## config.mk

```make
export PLATFORM = sky130hd
export DESIGN_NAME = tis_node_datapath_gen
export DESIGN_NICKNAME = d
export VERILOG_FILES = /design/src/rtl/tis_node_datapath_gen.sv
export SDC_FILE = /design/constraint.sdc
export NUM_CORES = 1
export LEC_CHECK = 0
export ABC_AREA = 1
export CAP_MARGIN = 20
export CORE_UTILIZATION = 45
export DETAILED_ROUTE_END_ITERATION = 7
export PLACE_DENSITY = 0.85
export SLEW_MARGIN = 15
export SYNTH_ARGS = -nofsm -noshare
export SYNTH_HDL_FRONTEND = slang
export SYNTH_SLANG_ARGS = --single-unit
```

## constraint.sdc

```tcl
create_clock -name clk -period 3.52 [get_ports clk]
set_input_delay 1.056 -clock clk [delete_from_list [all_inputs] [get_ports clk]]
set_output_delay 1.056 -clock clk [all_outputs]
set_load 0.05 [all_outputs]
```

## src/rtl/tis_node_datapath_gen.sv

```systemverilog
// rtl/tis_node_datapath_gen.sv - execution datapath for one TIS-style compute node
//
// Holds ACC/BAK and executes one decoded instruction at a time (MOV, ADD, SUB,
// NEG, SWP, SAV, NOP) against NPORTS blocking neighbour ports.
// Optional build macro: TIS_SAT_EN selects symmetric saturating ADD/SUB/NEG
// (range +/-(2^(DW-1)-1)); when undefined, arithmetic wraps modulo 2^DW.
//
// Ports:
//   clk, rst                    clock, asynchronous active-high reset
//   instr_valid, op             decoded instruction, held until instr_done
//   src_sel, dst_sel, imm       operand selectors and immediate
//   instr_done                  combinational commit strobe
//   in_data/in_valid/in_ready   neighbour read channels (in_ready combinational)
//   out_data/out_valid/out_ready neighbour write channels (registered)
//   acc                         ACC value
//   last_port, last_valid       port resolved by the most recent ANY
//   stalled                     instr_valid and not instr_done
module tis_node_datapath_gen #(
    parameter int DW     = 8,
    parameter int NPORTS = 4,
    parameter int SELW   = $clog2(NPORTS + 5)
) (
    input  logic                      clk,
    input  logic                      rst,
    input  logic                      instr_valid,
    input  logic [2:0]                op,
    input  logic [SELW-1:0]           src_sel,
    input  logic [SELW-1:0]           dst_sel,
    input  logic [DW-1:0]             imm,
    output logic                      instr_done,
    input  logic [NPORTS*DW-1:0]      in_data,
    input  logic [NPORTS-1:0]         in_valid,
    output logic [NPORTS-1:0]         in_ready,
    output logic [NPORTS*DW-1:0]      out_data,
    output logic [NPORTS-1:0]         out_valid,
    input  logic [NPORTS-1:0]         out_ready,
    output logic [DW-1:0]             acc,
    output logic [$clog2(NPORTS)-1:0] last_port,
    output logic                      last_valid,
    output logic                      stalled
);
    localparam int PW = $clog2(NPORTS);

    localparam logic [2:0] OP_MOV = 3'd0;
    localparam logic [2:0] OP_ADD = 3'd1;
    localparam logic [2:0] OP_SUB = 3'd2;
    localparam logic [2:0] OP_NEG = 3'd3;
    localparam logic [2:0] OP_SWP = 3'd4;
    localparam logic [2:0] OP_SAV = 3'd5;

    // Selector codes above the port range; IMM (source) and BAK (destination)
    // share the same code.
    localparam logic [SELW-1:0] SEL_ACC  = SELW'(NPORTS);
    localparam logic [SELW-1:0] SEL_IMM  = SELW'(NPORTS + 1);
    localparam logic [SELW-1:0] SEL_BAK  = SELW'(NPORTS + 1);
    localparam logic [SELW-1:0] SEL_ANY  = SELW'(NPORTS + 3);
    localparam logic [SELW-1:0] SEL_LAST = SELW'(NPORTS + 4);

    typedef enum logic {S_EXEC, S_WR} state_t;

    state_t          state;
    logic [DW-1:0]   bak;
    logic            wr_any;
    logic [PW-1:0]   wr_port;

    logic            exec_act;
    logic            need_src;
    logic            rd_port_en;
    logic            rd_any;
    logic            any_hit;
    logic [PW-1:0]   rd_port;
    logic [PW-1:0]   any_port;
    logic            src_ok;
    logic [DW-1:0]   src_val;
    logic            dst_port_en;
    logic            dst_any;
    logic [PW-1:0]   dst_port;
    logic            mov_to_port;
    logic            wr_hit;
    logic [PW-1:0]   wr_grant;
    logic [DW-1:0]   add_res;
    logic [DW-1:0]   sub_res;
    logic [DW-1:0]   neg_res;

    assign exec_act    = !rst && (state == S_EXEC) && instr_valid;
    assign need_src    = (op == OP_MOV) || (op == OP_ADD) || (op == OP_SUB);
    assign mov_to_port = (op == OP_MOV) && dst_port_en;

    // Source resolution. A port source is only "ok" once its neighbour has a word.
    always_comb begin
        rd_port_en = 1'b0;
        rd_any     = 1'b0;
        rd_port    = '0;
        src_val    = '0;
        if (src_sel < SEL_ACC) begin
            rd_port_en = 1'b1;
            rd_port    = src_sel[PW-1:0];
        end else if (src_sel == SEL_ACC) begin
            src_val = acc;
        end else if (src_sel == SEL_IMM) begin
            src_val = imm;
        end else if (src_sel == SEL_ANY) begin
            rd_any = 1'b1;
        end else if (src_sel == SEL_LAST) begin
            // LAST without a recorded port reads like NIL
            rd_port_en = last_valid;
            rd_port    = last_port;
        end

        // Downward scan so the lowest-index valid port is the one left standing.
        any_hit  = 1'b0;
        any_port = '0;
        for (int p = NPORTS - 1; p >= 0; p--) begin
            if (in_valid[p]) begin
                any_hit  = 1'b1;
                any_port = PW'(p);
            end
        end
        if (rd_any) begin
            rd_port_en = any_hit;
            rd_port    = any_port;
        end

        src_ok = !(rd_any && !any_hit);
        if (rd_port_en) begin
            src_ok = 1'b0;
            for (int p = 0; p < NPORTS; p++) begin
                if (rd_port == PW'(p)) begin
                    src_ok  = in_valid[p];
                    src_val = in_data[p*DW +: DW];
                end
            end
        end
    end

    always_comb begin
        in_ready = '0;
        if (exec_act && need_src && rd_port_en) begin
            for (int p = 0; p < NPORTS; p++) begin
                if (rd_port == PW'(p)) in_ready[p] = in_valid[p];
            end
        end
    end

    always_comb begin
        dst_port_en = 1'b0;
        dst_any     = 1'b0;
        dst_port    = '0;
        if (dst_sel < SEL_ACC) begin
            dst_port_en = 1'b1;
            dst_port    = dst_sel[PW-1:0];
        end else if (dst_sel == SEL_ANY) begin
            dst_port_en = 1'b1;
            dst_any     = 1'b1;
        end else if (dst_sel == SEL_LAST) begin
            dst_port_en = last_valid;
            dst_port    = last_port;
        end
    end

    // ANY-write grant: lowest-index neighbour accepting.
    always_comb begin
        wr_hit   = 1'b0;
        wr_grant = '0;
        for (int p = NPORTS - 1; p >= 0; p--) begin
            if (out_ready[p]) begin
                wr_hit   = 1'b1;
                wr_grant = PW'(p);
            end
        end
    end

    always_comb begin
        instr_done = 1'b0;
        if (!rst && (state == S_WR)) begin
            instr_done = wr_any ? wr_hit : out_ready[wr_port];
        end else if (exec_act) begin
            instr_done = need_src ? (src_ok && !mov_to_port) : 1'b1;
        end
    end

    assign stalled = instr_valid && !instr_done;

`ifdef TIS_SAT_EN
    localparam logic [DW-1:0] SMAX = {1'b0, {(DW-1){1'b1}}};
    localparam logic [DW-1:0] SMIN = {1'b1, {(DW-1){1'b0}}};
    localparam logic [DW-1:0] SNEG = SMIN | {{(DW-1){1'b0}}, 1'b1};

    function automatic logic [DW-1:0] sat(input logic [DW:0] s);
        logic signed [DW:0] ss;
        ss = $signed(s);
        if (ss > $signed({1'b0, SMAX})) return SMAX;
        if (ss < $signed({1'b1, SNEG})) return SNEG;
        return s[DW-1:0];
    endfunction

    logic [DW-1:0] arith_in;
    logic [DW:0]   acc_x;
    logic [DW:0]   in_x;

    // Sums are formed one bit wider so overflow is visible before clamping.
    always_comb begin
        arith_in = (src_val == SMIN) ? SNEG : src_val;
        acc_x    = {acc[DW-1], acc};
        in_x     = {arith_in[DW-1], arith_in};
        add_res  = sat(acc_x + in_x);
        sub_res  = sat(acc_x - in_x);
        neg_res  = sat({(DW+1){1'b0}} - acc_x);
    end
`else
    always_comb begin
        add_res = acc + src_val;
        sub_res = acc - src_val;
        neg_res = -acc;
    end
`endif

    always_ff @(posedge clk or posedge rst) begin
        if (rst) begin
            state      <= S_EXEC;
            acc        <= '0;
            bak        <= '0;
            out_valid  <= '0;
            out_data   <= '0;
            last_port  <= '0;
            last_valid <= 1'b0;
            wr_any     <= 1'b0;
            wr_port    <= '0;
        end else begin
            case (state)
                S_EXEC: begin
                    if (instr_valid) begin
                        if (need_src && rd_any && any_hit) begin
                            last_port  <= any_port;
                            last_valid <= 1'b1;
                        end
                        case (op)
                            OP_MOV: begin
                                if (src_ok) begin
                                    if (dst_port_en) begin
                                        state   <= S_WR;
                                        wr_any  <= dst_any;
                                        wr_port <= dst_port;
                                        for (int p = 0; p < NPORTS; p++) begin
                                            if (dst_any || (dst_port == PW'(p))) begin
                                                out_data[p*DW +: DW] <= src_val;
                                                out_valid[p]         <= 1'b1;
                                            end
                                        end
                                    end else if (dst_sel == SEL_ACC) begin
                                        acc <= src_val;
                                    end else if (dst_sel == SEL_BAK) begin
                                        bak <= src_val;
                                    end
                                end
                            end
                            OP_ADD: if (src_ok) acc <= add_res;
                            OP_SUB: if (src_ok) acc <= sub_res;
                            OP_NEG: acc <= neg_res;
                            OP_SWP: begin
                                acc <= bak;
                                bak <= acc;
                            end
                            OP_SAV: bak <= acc;
                            default: ;
                        endcase
                    end
                end
                S_WR: begin
                    if (instr_done) begin
                        state     <= S_EXEC;
                        out_valid <= '0;
                        // Non-granted ANY targets see their valid drop here (retraction).
                        if (wr_any) begin
                            last_port  <= wr_grant;
                            last_valid <= 1'b1;
                        end
                    end
                end
                default: state <= S_EXEC;
            endcase
        end
    end
endmodule

```

After elaboration in Yosys (flattened, before gate mapping)
Index checks and enable logic that the tools add are counted.

operators by class
  $add $sub $neg = 3
  magnitude comparators = 3
  equality and inequality tests = 37
  muxes and demuxes = 100
  bitwise operators = 1
  reductions and logical operators = 40

operators by type and width
  cell                                                         count
  2-to-1 mux 8 bit                                             17
  2-to-1 mux 1 bit                                             49
  AND reduction 6 bit                                          8
  2-to-1 mux 2 bit                                             21
  case mux 8 bit (5 select lines)                              1
  equality test 4 x 3 -> 1 bit (second input constant)         6
  2-to-1 mux 4 bit                                             6
  inequality test 2 x 1 -> 1 bit (second input constant)       9
  inequality test 2 bit (second input constant)                9
  case mux 8 bit (2 select lines)                              1
  logical AND 1 bit                                            11
  adder 8 bit                                                  1
  equality test 2 bit (second input constant)                  4
  equality test 4 bit (second input constant)                  2
  less-than comparator 4 x 3 -> 1 bit (second input constant)  2
  negation 8 bit                                               1
  case mux 4 bit (2 select lines)                              1
  AND reduction 8 bit                                          1
  subtractor 8 bit                                             1
  AND reduction 7 bit                                          1
  equality test 3 x 2 -> 1 bit (second input constant)         2
  equality test 3 bit (second input constant)                  2
  logical OR 1 bit                                             6
  logical NOT 1 bit                                            5
  14 further kinds                                             17

word-level totals
  bits in registers = 59
  bits of input ports = 62
  output and inout bits = 53
  word-level logic and storage cells = 199

Longest topological paths before layout
Gate-level depths: netlist (run 1).

  depth in word-level cells = 19
  mapped depth = 33
  mapped depth without buffers = 33

Least setup slack after synthesis (run 1)
Ideal clock, no wire load.

  path type = input -> output
  from = input src_sel[3]
  to = output stalled
  arrival = 3.343 ns
  required time = 2.464 ns
  path slack = -0.879 ns
  cell stages on the path = 15
  path buffers = 1
  cell sequence = inv_1 > nor2_1 > nand3_2 > nand2_2 > nor2_4 > buf_6 > nand2_1 > nor2_1 > nor3_1 > nand3_2 > nand2_2 > nand2_1 > nand3_1 > nand2_1 > nor2_1

on the way
  word-level cells in the longest chain between the ends = 19
  elaborated cells on any way between the ends = 38
  classes of those cells = 1 x order compare; 7 x eq/ne; 24 x mux; 6 x reduce/logical

RTL lines
  what                            line  source
  from (decl)                     27    input logic [SELW-1:0] src_sel,
  equality test 4 bit             104   end else if (src_sel == SEL_LAST) begin
  2-to-1 mux 2 bit                104
  2-to-1 mux 2 bit                102   end else if (src_sel == SEL_ANY) begin
  2-to-1 mux 2 bit                100   end else if (src_sel == SEL_IMM) begin
  2-to-1 mux 2 bit                98    end else if (src_sel == SEL_ACC) begin
  2-to-1 mux 2 bit                95    if (src_sel < SEL_ACC) begin
  2-to-1 mux 2 bit                119   if (rd_any) begin
  logical NOT 2 bit               128   if (rd_port == PW'(p)) begin
  2-to-1 mux 1 bit (4 in series)  128
  2-to-1 mux 1 bit *              125   if (rd_port_en) begin
  logical AND 1 bit *             178   instr_done = need_src ? (src_ok && !mov_to_port) : 1'b1;
  2-to-1 mux 1 bit *              178
  2-to-1 mux 1 bit *              177   end else if (exec_act) begin
  2-to-1 mux 1 bit *              175   if (!rst && (state == S_WR)) begin
  via instr_done                  30    output logic instr_done,
  logical NOT 1 bit *             182   assign stalled = instr_valid && !instr_done;
  logical AND 1 bit *             182
  to (decl)                       40    output logic stalled

The timed path passes the listed nets; every way through them passes the cells marked *.

Final worst setup path (run 1)
  from = input src_sel[1]
  to = register acc[7]

on the way
  word-level cells in the longest chain between the ends = 17
  elaborated cells on any way between the ends = 52
  classes of those cells = 2 x add/sub; 1 x order compare; 10 x eq/ne; 35 x mux; 4 x reduce/logical

RTL lines
  what                                                       line  source
  branches (longest 17 deep; another with 2-to-1 mux 8 bit)  n/a
  to (signal assigned)                                       251   acc <= src_val;
  to (signal assigned)                                       257   OP_ADD: if (src_ok) acc <= add_res;
  to (signal assigned)                                       258   OP_SUB: if (src_ok) acc <= sub_res;
  to (decl)                                                  37    output logic [DW-1:0] acc,

Several ways; the timed one is not identified. The select of a mux whose other input is x is not followed.
A chain may end at the register's enable or synchronous reset.

==> impl_metrics.py, run 1 <==
metrics = {
    "status": {
        "status": "finished with violations",
        "violations": "setup timing",
    },
    "detailed_routing": {
        "dr.pass1.iters": 7,
        "wire_per_inst_microns": 20.1,
        "drt-total-wl_microns": 19500,
        "via_per_inst": 6.04,
        "route.detailed.drc": 0,
        "via_count": 5875,
        "drtIter0Drc": 753,
        "drtAntennaViolNets": 0,
    },
    "timing": {
        "fmax_mhz": 229,
        "rsz0062_at_grt": "true",
        "finalSetupViolCount": 13,
        "hold_viol_final": 0,
        "setup_ws_ns": -0.841,
        "slew_viol_final": 0,
        "finClkSkew_ns": 0.0200,
        "fin_crit_ns": 4.36,
        "worstMarginPinSlew_ns": 0.672,
        "finalCritPeriodShare_pct": 124,
        "slew_headroom_pct": 55.2,
    },
    "yosys": {
        "synth_cell_types": 40,
        "yosysMostFrequentCell": "nand2_1",
        "synth.area.top_cells": "dfrtp_1 36%, nand2_1 14%, o21ai_0 9.2%, inv_1 7.8%, nor2_1 5.1%",
        "yosys_most_used_dff": "dfrtp_1",
        "yosysWarnings": 0,
        "synth_common_cells": "156 x nand2_1, 85 x inv_1, 75 x o21ai_0, 59 x dfrtp_1, 55 x nor2_1",
        "ys_seq_area_share_pct": 36.3,
        "synth_cells": 595,
        "syn_nets": 667,
        "ys_seq_elements": 59,
        "ys_async_sr_fraction_pct": 100,
        "syn_avg_cell_area_sq_um": 6.84,
        "yosys.area.top_type": "dfrtp_1",
        "yosysTopAreaCellShare_pct": 36.3,
        "synth_edf_count": 0,
        "netlist_area_sq_um": 4070,
    },
    "critical_path": {
        "cpMostUsedCell": "nand2_1",
        "crit_fanout": 7,
        "cp-start-kind": "primary input",
        "end_kind": "register",
        "critical_path_class": "primary input to register",
        "cpLargestDelayFamily": "simple AND/OR/NAND/NOR gates",
        "cp.arrival_ns": 4.59,
        "crit_required_ns": 3.75,
        "crit_buf_inv": 7,
        "critPathMaxStageDelay_ns": 0.29,
        "timing.critical_path.slowest_stage_cell": "ha_4",
    },
    "clocking": {
        "numCtsBuffers": 9,
        "ctsHoldBuffers": 0,
        "cts_tree": "done",
        "cts_htree_levels": 3,
        "clockRootBuffer": "clkbuf_8",
        "clk_pin_slew_ns": 0.07,
        "cts_sinks": 59,
        "ctsLongestPathBuffers": 2,
        "insertion_delay_ns": 0.35,
    },
    "placed_design": {
        "portBuffers": 114,
        "globalplace.congestion": 0.931,
        "hpwl_microns": 11000,
        "dp_slack_ns": -1.24,
    },
    "final_layout": {
        "multi_input_area_sq_um": 2700,
        "fillers": 447,
        "seqCellArea_sq_um": 1480,
        "drive_above_1_share_pct": 35.4,
        "syn_to_final_growth_pct": 79.6,
        "nets": 931,
        "antenna_cells": 0,
        "post-route-util_pct": 83.9,
    },
    "global_route": {
        "antenna_found_initial": 0,
        "grt_max_degree": 37,
        "grt_pass1_vias": 5622,
        "overflow": 0,
        "grt_first_pass_wirelength_microns": 26500,
        "grt_usage_pct": 35.2,
    },
    "die": {
        "die-width_microns": 97.1,
        "coreArea_sq_um": 8720,
        "rows": 34,
        "dieHeight_microns": 97.1,
        "start_util_pct": 46.7,
        "dieArea_sq_um": 9440,
        "ios": 115,
    },
    "power_and_ir_drop": {
        "ir_drop_uv": 484,
        "p_per_area_nw_per_um2": 527,
        "power.leakage_uw": 0.00345,
    },
    "hold_path": {
        "hold_class": "register to register",
    },
    "job": {
        "drv_cap": 0,
    },
}
==> cell type report <==
class                           instances  share of cell area [%]
Timing Repair Buffer                  263                    33.2
Multi-Input combinational cell        437                    36.9
Clock inverter                          6                    1.21
Sequential cell                        59                    20.2
Inverter                               89                    4.84
Tap cell                              108                    1.85
Clock buffer                           10                    1.88
==> state kept, by name, indices dropped and copies added, names as in the netlist, 2 cells and up <==
| name | cells |
|---|---|
| out_data | 32 |
| acc | 8 |
| bak | 8 |
| out_valid | 4 |
| last_port | 2 |
| wr_port | 2 |
==> cell families after synthesis <==
logic type | synth area share [%]
AO/OA/AOI/OAI | 18.8
XOR/XNOR | 1.29
adder cells (fa/ha/maj) | 3.26
buffers and inverters | 9.74
flip-flops | 36.3
AND/OR/NAND/NOR | 30.7
==> final timing paths <==
| check | startpoint | endpoint | slack [ns] | depth (start not counted) |
|---|---|---|---|---|
| max | src_sel[1] | acc[7] | -0.84 | 34 |
| min | out_data[24] | out_data[24] | 0.49 | 2 |
| max reg2reg | last_port[1] | acc[7] | -0.31 | 31 |
| min reg2reg | out_data[24] | out_data[24] | 0.49 | 2 |
| max in group asynchronous | rst | out_data[10] | 1.69 | 3 |
| min in group asynchronous | rst | state | 1.21 | 2 |
==> metal layers <==
layer | share of wire (%) | global-route usage, %
met1 | 34 | 39.3
met2 | 46 | 61.0
met3 | 9.5 | 7.91
met4 | 9.9 | 21.4
met5 | 0 | 0
==> placed cells by master, fill, tap and decap left out, types with 11 or more instances in the layout <==
master,instances
inv_2,11
o21ai_1,11
a21oi_1,19
nand3_1,19
buf_12,11
buf_6,17
nor2_1,35
inv_1,74
o21ai_0,56
nand3_2,12
clkdlybuf4s50_1,100
dfrtp_1,59
buf_4,129
nand2_1,133
nand2_2,21
nor2_2,12
o21ai_2,15
nor2_4,13
==> worst min-delay path: stages (launching register included) <==
cell     delay, ns
dfrtp_1       0.35
nand2_1       0.05
o21ai_0       0.06
==> through the flow <==
stage	area (sq um)	cells	total power, uW	hold slack (ns)	setup TNS (ns)
finish	7310	972	3850	0.491	-5.77
floorplan	4150	595	1910	0.453	-2.54
global route	7310	972	4000	0.510	-6.76
CTS	6920	958	3460	0.492	-2.18
global placement	6290	915	2540	0.465	-18.39
detailed placement	6290	915	2590	0.473	-24.24
==> where the power goes <==
group / switching [uW] / internal, uW
registers: 142 / 807
clock network: 299 / 418
logic: 1300 / 885
==> repair_timing <==
item,CTS,global route
endpoints found under the setup margin,25,14
gates resized for setup,101,71
pin swaps,52,48
setup buffers,27,15
(Power assumes the default switching activity.)
==> inputs of run 2 (changes only) <==
==> constraint.sdc (replaced) <==
create_clock -name clk -period 3.52 [get_ports clk]
set_input_delay 0.352 -clock clk [delete_from_list [all_inputs] [get_ports clk]]
set_output_delay 0.352 -clock clk [all_outputs]
set_load 0.05 [all_outputs]
==> run 2 against run 1 <==
The flow now finishes without violations. Clock skew decreased by 0.0031 ns. Sequential power decreased by 0.6%. Routed wire length down 29%. Total power fell by 16%. Register-to-register slack better by 0.48 ns. Sequential share of layout area increased by 3.8 points. Clock power shrank 23%. Flip-flop and latch count unchanged. Die area stayed put. Combinational power decreased by 21%. Largest cell class unchanged.
==> impl_metrics.py, run 2 (synthesized netlist as in run 1, its figures left out) <==
metrics = {
    "detailed_routing": {
        "wirelength_met1_microns": 5680,
        "wl_met2_microns": 6840,
        "wire_per_inst_microns": 15.7,
        "drtIter0Drc": 399,
        "wl_met3_microns": 977,
        "drtAntennaViolNets": 0,
        "drt-total-wl_microns": 13900,
        "maxUsedRoutingLayer": "met4",
        "route.detailed.drc": 0,
        "via_per_inst": 5.47,
        "dr.pass1.iters": 5,
        "via_count": 4851,
    },
    "final_layout": {
        "fillers": 689,
        "antenna_cells": 0,
        "final_common_cell": "nand2_1",
        "syn_to_final_growth_pct": 51.4,
        "final_cells": 887,
        "post-route-util_pct": 70.7,
        "nets": 846,
        "reg_top3": "out_data x32, acc x8, bak x8",
        "max_flop_register": "out_data",
        "drive_above_1_share_pct": 20.7,
        "largest_reg_flops": 32,
        "layout.cells.most_common_list": "144 x nand2_1, 104 x clkdlybuf4s50_1, 77 x inv_1",
    },
    "global_route": {
        "overflow": 0,
        "grt_usage_pct": 29.2,
        "antenna_found_initial": 0,
        "grt_max_degree": 49,
        "grt_first_pass_wirelength_microns": 22300,
        "grt_pass1_vias": 4819,
    },
    "placed_design": {
        "place_inst": 863,
        "globalplace.congestion": 0.921,
        "dp_slack_ns": -0.662,
        "hpwl_microns": 10300,
        "portBuffers": 114,
    },
    "critical_path": {
        "cp-start-kind": "register",
        "cpLargestDelayFamily": "simple AND/OR/NAND/NOR gates",
        "cp.arrival_ns": 3.58,
        "timing.critical_path.slowest_stage_cell": "dfrtp_2",
        "r2r_slack_ns": 0.17,
        "crit_fanout": 8,
        "r2r-end": "acc[7]",
        "rr_startpoint": "last_port[1]",
        "crit_required_ns": 3.75,
        "end_kind": "register",
        "r2r_cells": 26,
        "critPathMaxStageDelay_ns": 0.43,
        "crit_buf_inv": 4,
        "critical_path_class": "register to register",
        "cpMostUsedCell": "nand2_1",
    },
    "timing": {
        "slew_viol_final": 0,
        "fin_crit_ns": 3.35,
        "finalCritPeriodShare_pct": 95.3,
        "setup_ws_ns": 0.167,
        "finClkSkew_ns": 0.0169,
        "fmax_mhz": 298,
        "hold_viol_final": 0,
        "slew_headroom_pct": 48.2,
        "fin_tns_setup_ns": 0,
        "worstMarginPinSlew_ns": 0.774,
        "finalSetupViolCount": 0,
    },
    "clocking": {
        "numCtsBuffers": 9,
        "clk_pin_slew_ns": 0.08,
        "ctsHoldBuffers": 0,
        "ctsLongestPathBuffers": 2,
        "cts_sinks": 59,
        "cts_tree": "done",
        "cts_htree_levels": 3,
        "clockRootBuffer": "clkbuf_8",
        "insertion_delay_ns": 0.35,
    },
    "power_and_ir_drop": {
        "clock_power_share_pct": 17.1,
        "p_per_area_nw_per_um2": 525,
        "p_int_uw": 1750,
        "power.total_uw": 3240,
        "seqPwrFrac_pct": 29.1,
        "combinationalPowerShare_pct": 53.7,
        "power.leakage_uw": 0.00291,
        "p_sw_share_pct": 45.9,
        "switching_power_uw": 1480,
        "ir_drop_uv": 302,
    },
    "die": {
        "dieArea_sq_um": 9440,
        "coreArea_sq_um": 8720,
        "rows": 34,
        "ios": 115,
        "dieHeight_microns": 97.1,
        "start_util_pct": 46.7,
        "die-width_microns": 97.1,
    },
    "job": {
        "drv_cap": 0,
    },
    "hold_path": {
        "hold_class": "primary input to asynchronous set/reset pin",
    },
    "status": {
        "status": "finished, final reports clean",
    },
}
==> run 2: what timing repair did <==
item	in CTS	in global routing
buffers inserted	1	7
endpoints found under the setup margin	3	5
pin swaps	11	33
gates resized for setup	33	52
==> run 2: worst max path at each step <==
stage / from / depth (start not counted) / to / slack, ns
2_1_floorplan: src_sel[3] / 24 / acc[5] / 0.03
3_3_place_gp: src_sel[0] / 21 / acc[6] / -0.51
5_1_grt: last_port[1] / 28 / acc[7] / -0.08
4_1_cts: src_sel[3] / 31 / acc[7] / 0.006
6_report: last_port[1] / 26 / acc[7] / 0.17
3_5_place_dp: src_sel[3] / 26 / acc[5] / -0.66
==> run 2: power by group through the flow <==
stage | clock, uW | combinational (uW) | sequential, uW
5_1_grt | 586 | 1880 | 956
3_3_place_gp | 0 | 1530 | 942
6_report | 555 | 1740 | 943
2_1_floorplan | 0 | 639 | 1240
4_1_cts | 557 | 1610 | 935
3_5_place_dp | 0 | 1550 | 945
==> run 2: per-layer routing <==
layer	up-vias	global-route usage [%]
met5	-	0
met2	237	49.9
li1	2319	-
met1	2255	36.1
met3	40	5.68
met4	0	11.9
==> run 2: cell type report <==
class                      instances  area, sq um  area share (%)
sequential                        59         1480            24.0
tap                              108          135            2.19
timing repair buffer             178         1650            26.7
inverter                          89          337            5.46
clock inverter                     7         52.6           0.852
multi-input combinational        437         2390            38.8
clock buffer                       9          124            2.01
==> run 2: worst register-to-register path, cell delays in order (launching register included) <==
cell     delay [ns]
dfrtp_2        0.43
nand3_2        0.10
nand2_2        0.07
nor2_4         0.25
buf_6          0.16
buf_4          0.11
nand3_1        0.08
nand4_1        0.10
nand2_1        0.08
nand2_2        0.15
inv_4          0.07
a31oi_4        0.16
xor2_1         0.18
ha_1           0.30
a21oi_2        0.15
o21a_1         0.16
nand2_1        0.06
nand2_1        0.08
nand4_1        0.10
nand2_1        0.12
inv_1          0.05
nand2_1        0.05
nand2_1        0.05
nand2_1        0.05
nand2_1        0.05
nand2_1        0.05
nand2_1        0.05
==> run 2: through the flow <==
stage / area (sq um) / hold slack, ns
after floorplan: 4080 / 0.453
after detailed placement: 5720 / 0.477
after CTS: 5970 / 0.354
final: 6170 / 0.357
after global placement: 5720 / 0.466
after global routing: 6170 / 0.368
